$ cat config.mk
export PLATFORM = sky130hd
export DESIGN_NAME = insmem_arbiter
export DESIGN_NICKNAME = d
export VERILOG_FILES = /design/src/rtl/insmem_arbiter.sv
export SDC_FILE = /design/constraint.sdc
export NUM_CORES = 1
export LEC_CHECK = 0
export CAP_MARGIN = 20
export CORE_UTILIZATION = 45
export CTS_BUF_LIST = sky130_fd_sc_hd__clkbuf_8
export CTS_CLUSTER_DIAMETER = 120
export DETAILED_ROUTE_END_ITERATION = 6
export HOLD_SLACK_MARGIN = 0.06
export PLACE_DENSITY = 0.9
export RECOVER_POWER = 25
export SYNTH_ARGS = -nofsm -noshare
export SYNTH_HDL_FRONTEND = slang
export SYNTH_SLANG_ARGS = --single-unit
$ cat constraint.sdc
create_clock -name clk -period 5 [get_ports clk]
set_clock_uncertainty 0.2 [all_clocks]
set_input_delay 0.5 -clock clk [delete_from_list [all_inputs] [get_ports clk]]
set_output_delay 0.5 -clock clk [all_outputs]
set_load 0.05 [all_outputs]
$ cat src/rtl/insmem_arbiter.sv
// Arbiter and sequencer for the single-port 128x32 instruction memory.
// Fetch and loader requests are served round-robin through an IDLE/ACCESS/RESP sequence.
module insmem_arbiter #(
  parameter int DEPTH = 128,
  parameter int CNT_W = 16
) (
  input  logic             clk,
  input  logic             rst_n,
  input  logic             fetch_req,
  input  logic [6:0]       fetch_addr,
  output logic             fetch_gnt,
  output logic             fetch_valid,
  output logic [31:0]      fetch_data,
  input  logic             load_req,
  input  logic [6:0]       load_addr,
  input  logic [31:0]      load_data,
  output logic             load_gnt,
  output logic             load_done,
  output logic             addr_err,
  output logic [6:0]       mem_addr,
  output logic [31:0]      mem_datain,
  output logic             mem_sigwr,
  output logic             mem_sigon,
  input  logic [31:0]      mem_dataout,
  output logic             busy,
  output logic [CNT_W-1:0] acc_cnt
);

  typedef enum logic [1:0] {
    IDLE   = 2'd0,
    ACCESS = 2'd1,
    RESP   = 2'd2
  } state_t;

  localparam logic [7:0] DEPTH_L = 8'(DEPTH);

  state_t      state;
  logic        prio_load;
  logic        op_wr;
  logic        lat_ok;

  logic        pick_load;
  logic [6:0]  sel_addr;
  logic        sel_ok;

  // NOTE: every always_comb output gets a value on every path, so no latch is inferred.
  always_comb begin
    pick_load = load_req && (!fetch_req || prio_load);
    sel_addr  = pick_load ? load_addr : fetch_addr;
    sel_ok    = ({1'b0, sel_addr} < DEPTH_L);
  end

  assign busy = (state != IDLE);

  // NOTE: sequential state uses non-blocking assignments so all registers update together at the edge.
  always_ff @(posedge clk or negedge rst_n) begin
    if (!rst_n) begin
      state       <= IDLE;
      prio_load   <= 1'b0;
      op_wr       <= 1'b0;
      lat_ok      <= 1'b0;
      fetch_gnt   <= 1'b0;
      load_gnt    <= 1'b0;
      fetch_valid <= 1'b0;
      load_done   <= 1'b0;
      addr_err    <= 1'b0;
      fetch_data  <= '0;
      mem_addr    <= '0;
      mem_datain  <= '0;
      mem_sigwr   <= 1'b0;
      mem_sigon   <= 1'b0;
      acc_cnt     <= '0;
    end else begin
      fetch_gnt   <= 1'b0;
      load_gnt    <= 1'b0;
      fetch_valid <= 1'b0;
      load_done   <= 1'b0;
      addr_err    <= 1'b0;
      case (state)
        IDLE: begin
          if (fetch_req || load_req) begin
            state     <= ACCESS;
            op_wr     <= pick_load;
            lat_ok    <= sel_ok;
            prio_load <= !pick_load;
            fetch_gnt <= !pick_load;
            load_gnt  <= pick_load;
            // Out-of-range accesses leave the memory port untouched.
            if (sel_ok) begin
              mem_sigon  <= 1'b1;
              mem_sigwr  <= pick_load;
              mem_addr   <= sel_addr;
              mem_datain <= pick_load ? load_data : 32'h0;
            end
          end
        end
        ACCESS: begin
          state       <= RESP;
          mem_sigon   <= 1'b0;
          mem_sigwr   <= 1'b0;
          fetch_valid <= !op_wr;
          load_done   <= op_wr;
          addr_err    <= !lat_ok;
          if (lat_ok && !op_wr) fetch_data <= mem_dataout;
          if (lat_ok) acc_cnt <= acc_cnt + CNT_W'(1);
        end
        RESP: begin
          state <= IDLE;
        end
        default: begin
          state <= IDLE;
        end
      endcase
    end
  end

endmodule

======== Word level (Yosys, flattened, before mapping) ========
Cells that the tools add are included.
operators by class
  $add $sub $neg .......................... 1
  equal/unequal tests ..................... 2
  mux-type cells .......................... 15
  reduce and logical (&&, ||, !) cells .... 15
operator list
  cell                                                              count
  32-bit two-way mux                                                1
  16-bit by 1-bit adder with 16-bit output (second input constant)  1
  1-bit two-way mux                                                 9
  2-bit AND reduction                                               4
  7-bit two-way mux                                                 1
  1-bit logical NOT                                                 4
  1-bit one-hot mux with 2 select lines                             2
  2-bit one-hot mux with 2 select lines                             1
  2-bit nonzero test                                                2
  2-bit by 1-bit == test with 1-bit output (second input constant)  1
  1-bit logical AND                                                 2
  2-bit logical NOT                                                 1
  1-bit logical OR                                                  2
  2-bit two-way mux                                                 1
  2-bit inequality test (second input constant)                     1
word-level totals
  bits in registers ....................... 99

======== Depth between registers and ports, before layout ========
Gate-level depths: netlist of the first run.
  depth after elaboration ................. 6
  gate-level depth with buffers ........... 6
  mapped depth without buffers ............ 5

======== Least setup slack after synthesis of the first run ========
Ideal clock, no wire load.
  kind .................................... register to register
  start point ............................. register acc_cnt[0]
  end point ............................... register acc_cnt[14]
  setup time .............................. 141 ps
  arrival ................................. 1,783 ps
  data required time ...................... 4,659 ps
  path slack .............................. 2,876 ps
  cell stages (with the launch flop) ...... 6
  clock period less this slack ............ 2,124 ps
  cells stage by stage .................... dfrtp_1 > ha_1 > nand4b_1 > nor4_1 > nand3_1 > xnor2_1
between the ends
  word-level cells in the longest chain between the ends .. 1
RTL lines
  what                                      RTL line  text
  start: declaration                        26        output logic [CNT_W-1:0] acc_cnt
  start signal: assignment                  105       if (lat_ok) acc_cnt <= acc_cnt + CNT_W'(1);
  16-bit by 1-bit adder with 16-bit output  105
No other way between the ends.
A chain may end at the register's enable or synchronous reset.

======== Final worst setup path of the first run ========
  start point ............................. input port fetch_req
  end point ............................... register mem_addr[4]
between the ends
  word-level cells in the longest chain between the ends .. 4
RTL lines
  what                    RTL line  text
  start: declaration      9         input logic fetch_req,
  1-bit logical NOT       48        pick_load = load_req && (!fetch_req || prio_load);
  1-bit logical OR        48
  1-bit logical AND       48
  7-bit two-way mux       49        sel_addr = pick_load ? load_addr : fetch_addr;
  end signal: assignment  92        mem_addr <= sel_addr;
  end: declaration        20        output logic [6:0] mem_addr,
Parallel ways exist; a longest one is shown, timed or not.

==> results of run 1 <==
[stage by stage]
step / instance area, sq um / utilization [%]
floorplan: 3701 / -
global placement: 5560 / 70.85
detailed placement: 5560 / 70.85
CTS: 5788 / 73.76
global route: 5781 / 73.66
finish: 5781 / 73.66
[repair_timing]
item | 4_1_cts | 5_1_grt
hold buffers | 1 | 0
gates resized for setup | 0 | 0
endpoints found under the hold margin | 46 | 0
[sequential cells by signal (all words and copies together) (netlist names)]
signal	flops
prio_load	1
fetch_gnt	1
lat_ok	1
state	2
load_done	1
addr_err	1
fetch_valid	1
op_wr	1
acc_cnt	16
mem_sigon	1
mem_sigwr	1
mem_datain	32
fetch_data	32
load_gnt	1
mem_addr	7
[power breakdown]
group,total (mW),leakage [nW],switching [mW],internal [mW]
Sequential,1.37,1.25,0.218,1.15
Clock,0.546,0.111,0.265,0.281
Combinational,2.60,1.23,1.68,0.913
Total,4.51,2.58,2.16,2.35
[layer usage]
layer	routed length (um)	share of wire, %	GRT usage, %
met1	3797	43	27.76
met2	4252	48	34.38
met3	612	6.9	4.680
met4	178	2.0	8.718
met5	0	0	0
[final cells by class]
cell class / instances / area [sq um]
clock inverter: 7 / 93.84
tap: 102 / 127.6
timing repair buffer: 181 / 1795
fill: 546 / 2067
multi-input combinational: 134 / 1121
inverter: 11 / 41.29
clock buffer: 9 / 123.9
sequential: 99 / 2477
[cells by family (layout without fill, tap and decap cells)]
| logic type | count (synthesis) | in the layout | share of synthesized area [%] |
|---|---|---|---|
| AOI/OAI and AO/OA | 43 | 43 | 10.24 |
| xor gates and xnor gates | 15 | 15 | 3.550 |
| adders and majority gates | 1 | 1 | 0.3380 |
| buffers and inverters | 26 | 208 | 2.772 |
| DFF | 99 | 99 | 66.94 |
| muxes | 33 | 33 | 10.04 |
| and+or+nand+nor | 42 | 42 | 6.119 |
[worst paths after layout]
kind,from,to,cells after the start
setup / recovery,fetch_req,mem_addr[4],5
hold / removal,acc_cnt[15],acc_cnt[15],1
setup reg to reg,state[0],mem_addr[4],5
hold reg to reg,acc_cnt[15],acc_cnt[15],1
max in group asynchronous,rst_n,fetch_data[9],3
min in group asynchronous,rst_n,acc_cnt[15],2
[cells in the final DEF, fill, tap and decap left out, types with 3 or more instances in the layout]
cell type        count
nand3_1              5
mux2_1              31
buf_4                4
nand2_1             11
clkdlybuf4s50_1    174
nor2_1              10
xnor2_1              6
dfrtp_1             99
and3_1               4
clkbuf_8             9
xor2_1               9
a22o_1              32
inv_1               11
a222oi_1             7
nand2b_1             3
==> results by group, run 1 <==
Status
  – Status: complete, but fails checks
  – Failing checks: capacitance limit, slew limit

STA
  – Unrepaired setup endpoints after global routing: no
  – Fin. Hold Viols: 0
  – Min cycle time layout: 3.011 ns
  – Worst rel slew slack: -24.43%
  – Final worst setup slack: 1.989 ns
  – Final Cycle Share: 60.22%
  – Highest clock rate: 0.3321 GHz
  – Max Slew Vio Count: 45
  – Aggregate negative setup slack: 0 ns
  – Worst-Margin Slew: 1.866 ns
  – Setup-failing EPs final: 0
  – Hold_ws: 0.2772 ns

Clock network
  – Root buf cell: clkbuf_8
  – Post-CTS Setup Inserts: 0
  – Clk_lat worst skew: 0.34 ns
  – Depth of the CTS H-tree: 3
  – CTS Buf Count: 9
  – Worst-path clk slew: 0.10 ns
  – Clk sinks: 99
  – CTS Buffer Depth: 2
  – CTS tree: yes

Drt
  – DRC errors left: 0
  – Via/cell ratio: 5.035
  – Starting DRT DRC Count: 135
  – DR WL/cell: 16.28 um
  – DR vias: 2734
  – Initial DRT Pass Iterations: 4
  – Final wirelength: 8.841 mm
  – DRT antenna net count: 0

Critical path
  – Crit path required time: 5.07 ns
  – Crit path capture type: flop
  – Slowest CP cell: clkbuf_1
  – CP Class: input port to flop
  – Buffers and inverters on the worst path: 3
  – Max FO, Critical Path: 44
  – CP Data Arrival Time: 3.09 ns
  – Critical Path Max Stage Delay: 1.38 ns
  – R2R Setup Slk: 2.37 ns
  – CP Cell Sequence: dlygate4sd3_1, o21ai_0, clkbuf_1, a222oi_1, inv_1
  – Top delay family on crit path: buffers and inverters
  – Startpoint Class: input port

Finish
  – Area grow syn2layout: 56.19%
  – Diode count: 0
  – Share of cells above drive strength 1: 5.442%
  – Final Non-Filler Cells: 543
  – Layout Nets: 519

Logic synthesis
  – Sequential area share after synthesis: 66.94%
  – Commonest cells post-synth: dfrtp_1 (99), a22o_1 (32), mux2_1 (30)
  – Average cell area after synthesis: 14.29 sq um
  – Synth Instances: 259
  – Yosys warnings: 0
  – Post-synth top area cell: dfrtp_1
  – Area fraction of the dominant cell type after synthesis: 66.94%
  – Largest cells by area after synthesis: dfrtp_1 (67%), mux2_1 (9.1%), a22o_1 (7.6%)
  – Ys flop type: dfrtp_1
  – Post-synth EDFFs: 0
  – Synth unique cells: 28
  – Most numerous cell in the Yosys netlist: dfrtp_1
  – Mapped Area: 3701 sq um
  – Syn nets: 342
  – #FFs+latches synth: 99
  – Asr flop ratio synth: 100.0%

Global routing
  – GRT Resource Usage Total: 21.20%
  – GRT overflow: 0
  – Vias in the first global route: 2824
  – First-pass GRT wire length: 14.07 mm
  – Largest net degree at the start of global routing: 54
  – Initial antenna violation count: 0

Worst hold path
  – Worst Hold Class: flop to flop

Floorplanning
  – Initial Util: 47.16%
  – Die width: 92.69 um
  – Placement Rows: 32
  – Die Footprint: 8591 sq um
  – Die Ht: 92.69 um
  – I/O pin count: 177
  – Core area: 7848 sq um

Pwr
  – Pwr Total: 4.513 mW
  – Peak VDD IR: 0.5128 mV
  – Leakage: 2.583 nW
  – PD cells: 780.8 nW/um^2

Placed design
  – Final GP Congestion: 0.7582
  – IO Port Bufs: 176
  – DP HPWL: 6.357 mm
  – Placed cell count: 525
  – Place WS: 2.499 ns

Flow run
  – Max Cap Viol: 1
(Power assumes the default switching activity.)
==> inputs of run 2 (changes only) <==
--- a/config.mk
+++ b/config.mk
@@ -6,12 +6,12 @@
 export NUM_CORES = 1
 export LEC_CHECK = 0
 export CAP_MARGIN = 20
-export CORE_UTILIZATION = 45
+export CORE_UTILIZATION = 38
 export CTS_BUF_LIST = sky130_fd_sc_hd__clkbuf_8
 export CTS_CLUSTER_DIAMETER = 120
 export DETAILED_ROUTE_END_ITERATION = 6
 export HOLD_SLACK_MARGIN = 0.06
-export PLACE_DENSITY = 0.9
+export PLACE_DENSITY = 0.81
 export RECOVER_POWER = 25
 export SYNTH_ARGS = -nofsm -noshare
 export SYNTH_HDL_FRONTEND = slang
==> constraint.sdc (replaced) <==
create_clock -name clk -period 2.7 [get_ports clk]
set_clock_uncertainty 0.2 [all_clocks]
set_input_delay 0.27 -clock clk [delete_from_list [all_inputs] [get_ports clk]]
set_output_delay 0.27 -clock clk [all_outputs]
set_load 0.05 [all_outputs]
==> results by group, run 2 (synthesis gave the netlist of run 1 again) <==
Flow run
  – Max Cap Viol: 0

Floorplanning
  – Placement Rows: 35
  – Die width: 100.7 um
  – Initial Util: 39.68%
  – Die Footprint: 10140 sq um
  – Die Ht: 100.7 um
  – Core area: 9328 sq um
  – I/O pin count: 177

STA
  – Worst-Margin Slew: 1.468 ns
  – Final Cycle Share: 84.60%
  – Min cycle time layout: 2.284 ns
  – Unrepaired setup endpoints after global routing: no
  – Setup-failing EPs final: 0
  – Worst rel slew slack: 2.110%
  – Fin. Hold Viols: 0
  – Highest clock rate: 0.4378 GHz
  – Aggregate negative setup slack: 0 ns
  – Hold_ws: 0.2702 ns
  – Max Slew Vio Count: 0

Finish
  – Area grow syn2layout: 57.98%
  – FF+latch area: 2477 sq um
  – Commonest non-fill, non-tap cell in the layout: clkdlybuf4s50_1
  – Layout fillers: 728
  – Final core utilization: 62.68%
  – Most frequent cells in the layout: clkdlybuf4s50_1 (175), dfrtp_1 (99), a22o_1 (32)
  – Area of the multi-input gates: 1132 sq um
  – Final Non-Filler Cells: 570
  – Biggest regs: fetch_data (32), mem_datain (32), acc_cnt (16)
  – Layout Nets: 520
  – Diode count: 0
  – Share of cells above drive strength 1: 6.349%

Critical path
  – CP Data Arrival Time: 1.81 ns
  – Worst R2R Path Depth: 5
  – Crit path required time: 2.23 ns
  – Max FO, Critical Path: 4
  – Startpoint Class: flop
  – CP Class: flop to primary output
  – Crit path capture type: primary output

Drt
  – Starting DRT DRC Count: 82
  – DR vias: 2703
  – Final wirelength: 8.490 mm
  – DR WL/cell: 14.89 um
  – Initial DRT Pass Iterations: 5
  – Via/cell ratio: 4.742
  – DRT antenna net count: 0
  – DRC errors left: 0

Global routing
  – Initial antenna violation count: 0
  – GRT overflow: 0
  – Vias in the first global route: 2827
  – First-pass GRT wire length: 13.60 mm
  – Largest net degree at the start of global routing: 60
  – GRT Resource Usage Total: 17.31%

Status
  – Status: finished clean

Placed design
  – Placed cell count: 554
  – DP HPWL: 6.252 mm
  – IO Port Bufs: 176
  – Final GP Congestion: 0.7309

Pwr
  – PD cells: 1430 nW/um^2
  – Leakage: 2.594 nW
  – Peak VDD IR: 0.9120 mV

Clock network
  – CTS Buf Count: 9
  – CTS tree: yes
  – Post-CTS Setup Inserts: 0
  – Root buf cell: clkbuf_8
  – Clk_lat worst skew: 0.34 ns
  – CTS resizes: 0
  – CTS Buffer Depth: 2
  – Clk sinks: 99
  – Worst-path clk slew: 0.09 ns
  – Depth of the CTS H-tree: 3

Worst hold path
  – Worst Hold Class: flop to flop
  – Hold depth: 1
==> run 2: worst paths after layout <==
check                                endpoint  slack [ns]  startpoint
worst max register to register    mem_addr[4]        0.61    state[0]
worst min register to register    fetch_valid        0.27       op_wr
worst min-delay path              fetch_valid        0.27       op_wr
worst max-delay path                     busy        0.42    state[0]
min in group asynchronous         acc_cnt[10]        0.60       rst_n
max in group asynchronous       mem_datain[6]        0.78       rst_n
==> run 2: repair_timing <==
action                     CTS  global route
hold endpoints to repair    58             0
hold buffers                 1             0
setup endpoints to repair    0             0
==> run 2: where the power goes <==
part           internal (mW)  total (mW)  switching (mW)
Combinational           1.70        4.80            3.10
Clock                  0.530        1.03           0.499
Sequential              2.14        2.53           0.392
==> run 2: critical path, stage by stage, from the launching register on <==
cell,delay (ns)
dfrtp_1,0.41
nor2_1,0.30
inv_1,0.07
clkdlybuf4s50_1,0.70
==> run 2: stage by stage <==
step	setup slack, ns	power (mW)	area, sq um
2_1_floorplan	0.5763	5.675	3701
3_3_place_gp	0.6694	7.309	5622
3_5_place_dp	0.5884	7.396	5622
4_1_cts	0.3775	8.456	5852
5_1_grt	0.2974	8.771	5847
6_report	0.4158	8.359	5847
==> run 2: area by class of cell <==
cell class                      count  area share (%)
Clock buffer                        9           2.119
Clock inverter                      6           1.648
Inverter                           11          0.7062
Multi-Input combinational cell    134           19.37
Sequential cell                    99           42.37
Tap cell                          129           2.761
Timing Repair Buffer              182           31.03
==> run 2: metal layers <==
layer,share of wire (%),vias up,wire [um],global-route usage [%]
met2,50,120,4225,30.30
met5,0,-,0,0
met4,0.84,0,71,5.240
met1,43,1302,3619,21.36
li1,-,1275,-,-
met3,6.8,6,574,3.953
==> inputs of run 3 (changes only) <==
--- a/config.mk
+++ b/config.mk
@@ -6,12 +6,12 @@
 export NUM_CORES = 1
 export LEC_CHECK = 0
 export CAP_MARGIN = 20
-export CORE_UTILIZATION = 38
+export CORE_UTILIZATION = 42
 export CTS_BUF_LIST = sky130_fd_sc_hd__clkbuf_8
 export CTS_CLUSTER_DIAMETER = 120
 export DETAILED_ROUTE_END_ITERATION = 6
 export HOLD_SLACK_MARGIN = 0.06
-export PLACE_DENSITY = 0.81
+export PLACE_DENSITY = 0.85
 export RECOVER_POWER = 25
 export SYNTH_ARGS = -nofsm -noshare
 export SYNTH_HDL_FRONTEND = slang
==> constraint.sdc (replaced) <==
create_clock -name clk -period 2.3 [get_ports clk]
set_clock_uncertainty 0.2 [all_clocks]
set_input_delay 0.23 -clock clk [delete_from_list [all_inputs] [get_ports clk]]
set_output_delay 0.23 -clock clk [all_outputs]
set_load 0.05 [all_outputs]
==> results by group, run 3 (synthesis gave the netlist of run 1 again) <==
Drt
  – Initial DRT Pass Iterations: 5
  – DRC errors left: 0
  – DR vias: 2792
  – Via/cell ratio: 5.076
  – Final wirelength: 9.030 mm
  – DRT antenna net count: 0
  – Starting DRT DRC Count: 77
  – DR WL/cell: 16.42 um

Finish
  – Layout Nets: 523
  – Layout fillers: 616
  – Commonest non-fill, non-tap cell in the layout: clkdlybuf4s50_1
  – Diode count: 0
  – Biggest regs: fetch_data (32), mem_datain (32), acc_cnt (16)
  – Most frequent cells in the layout: clkdlybuf4s50_1 (174), dfrtp_1 (99), a22o_1 (32)
  – Share of cells above drive strength 1: 6.966%
  – Final core utilization: 69.89%
  – Final Non-Filler Cells: 550
  – Area grow syn2layout: 58.28%
  – Fin area: 5858 sq um

STA
  – Aggregate negative setup slack: 0 ns
  – Max Slew Vio Count: 0
  – Highest clock rate: 0.4776 GHz
  – Setup-failing EPs final: 0
  – Fin. Hold Viols: 0
  – Unrepaired setup endpoints after global routing: no
  – Worst-Margin Slew: 1.037 ns
  – Min cycle time layout: 2.094 ns
  – Worst rel slew slack: 30.86%
  – Hold_ws: 0.2580 ns
  – Final worst setup slack: 0.2060 ns
  – Final Cycle Share: 91.04%

Pwr
  – PD cells: 1684 nW/um^2
  – Leakage: 2.616 nW
  – Pwr Total: 9.868 mW
  – Peak VDD IR: 1.121 mV

Placed design
  – Post-DP Area: 5639 sq um
  – Place WS: 0.1226 ns
  – DP HPWL: 6.630 mm
  – IO Port Bufs: 176
  – Placed cell count: 533
  – Final GP Congestion: 0.7186

Floorplanning
  – Die Ht: 95.87 um
  – Placement Rows: 33
  – Initial Util: 44.16%
  – Die Footprint: 9191 sq um
  – Core area: 8382 sq um
  – I/O pin count: 177
  – Die width: 95.87 um

Critical path
  – Max FO, Critical Path: 20
  – Startpoint Class: flop
  – CP Class: flop to flop
  – Crit path capture type: flop
  – Crit path required time: 2.38 ns
  – CP Data Arrival Time: 2.17 ns

Global routing
  – GRT met1 Usage: 25.77%
  – Largest net degree at the start of global routing: 53
  – GRT met3 Usage: 5.213%
  – Initial antenna violation count: 0
  – GRT overflow: 0
  – Global Route met2 Usage: 34.46%
  – First-pass GRT wire length: 14.09 mm
  – GRT Resource Usage Total: 20.60%
  – Global route hottest layer: met2
  – Vias in the first global route: 2887

Clock network
  – CTS tree: yes
  – Clk sinks: 99
  – Clk_lat worst skew: 0.34 ns
  – Depth of the CTS H-tree: 3
  – Root buf cell: clkbuf_8
  – CTS Buffer Depth: 2
  – Post-CTS Setup Inserts: 0
  – Worst-path clk slew: 0.10 ns
  – CTS Buf Count: 9

Flow run
  – Max Cap Viol: 0

Status
  – Status: finished clean

Worst hold path
  – Worst Hold Class: flop to flop
==> run 3: changes by cell type in the layout (fill, tap and decap cells not counted), sizes merged <==
cell           change
clkinv             +2
inv                -1
dlymetal6s2s       +1
clkdlybuf4s50      -1
buf                +4
bufinv             -1
==> run 3: final cells by class <==
| cell class | instances | area [sq um] | share of cell area [%] |
|---|---|---|---|
| sequential | 99 | 2477 | 42.29 |
| inverter | 11 | 41.29 | 0.7048 |
| clock inverter | 6 | 72.57 | 1.239 |
| multi-input combinational | 134 | 1132 | 19.33 |
| timing repair buffer | 185 | 1866 | 31.85 |
| tap | 105 | 131.4 | 2.243 |
| clock buffer | 10 | 137.6 | 2.349 |
==> run 3: path summary, 6_finish.rpt <==
| path | from | end | slack, ns | depth (start not counted) |
|---|---|---|---|---|
| min | op_wr | fetch_valid | 0.26 | 1 |
| max in group asynchronous | rst_n | fetch_data[29] | 0.55 | 3 |
| min reg2reg | op_wr | fetch_valid | 0.26 | 1 |
| max | state[1] | mem_datain[3] | 0.21 | 4 |
| min in group asynchronous | rst_n | mem_datain[18] | 0.37 | 2 |
| max reg2reg | state[1] | mem_datain[3] | 0.21 | 4 |
==> run 3: power by group <==
part	internal, mW	leakage [nW]	switching [mW]	total [mW]
clock	0.545	0.103	0.597	1.14
sequential	2.51	1.25	0.477	2.99
combinational	2.06	1.27	3.68	5.74
total	5.12	2.62	4.75	9.87
==> run 3: repair_timing <==
| action | in CTS | in global routing |
|---|---|---|
| endpoints found under the setup margin | 0 | 1 |
| gates resized for setup | 0 | 1 |
| hold buffers | 1 | 0 |
| endpoints found under the hold margin | 99 | 0 |
==> run 3: worst max-delay path, stage by stage, from the launching register on <==
cell,delay (ns)
dfrtp_1,0.41
nor2_1,0.27
and3_1,0.75
buf_4,0.25
a22o_1,0.15
==> run 3: metal layers <==
metal	part of all wire, %	vias to the layer above
met4	1.9	0
met3	8.0	13
met5	0	-
met1	42	1363
met2	48	135
li1	-	1281
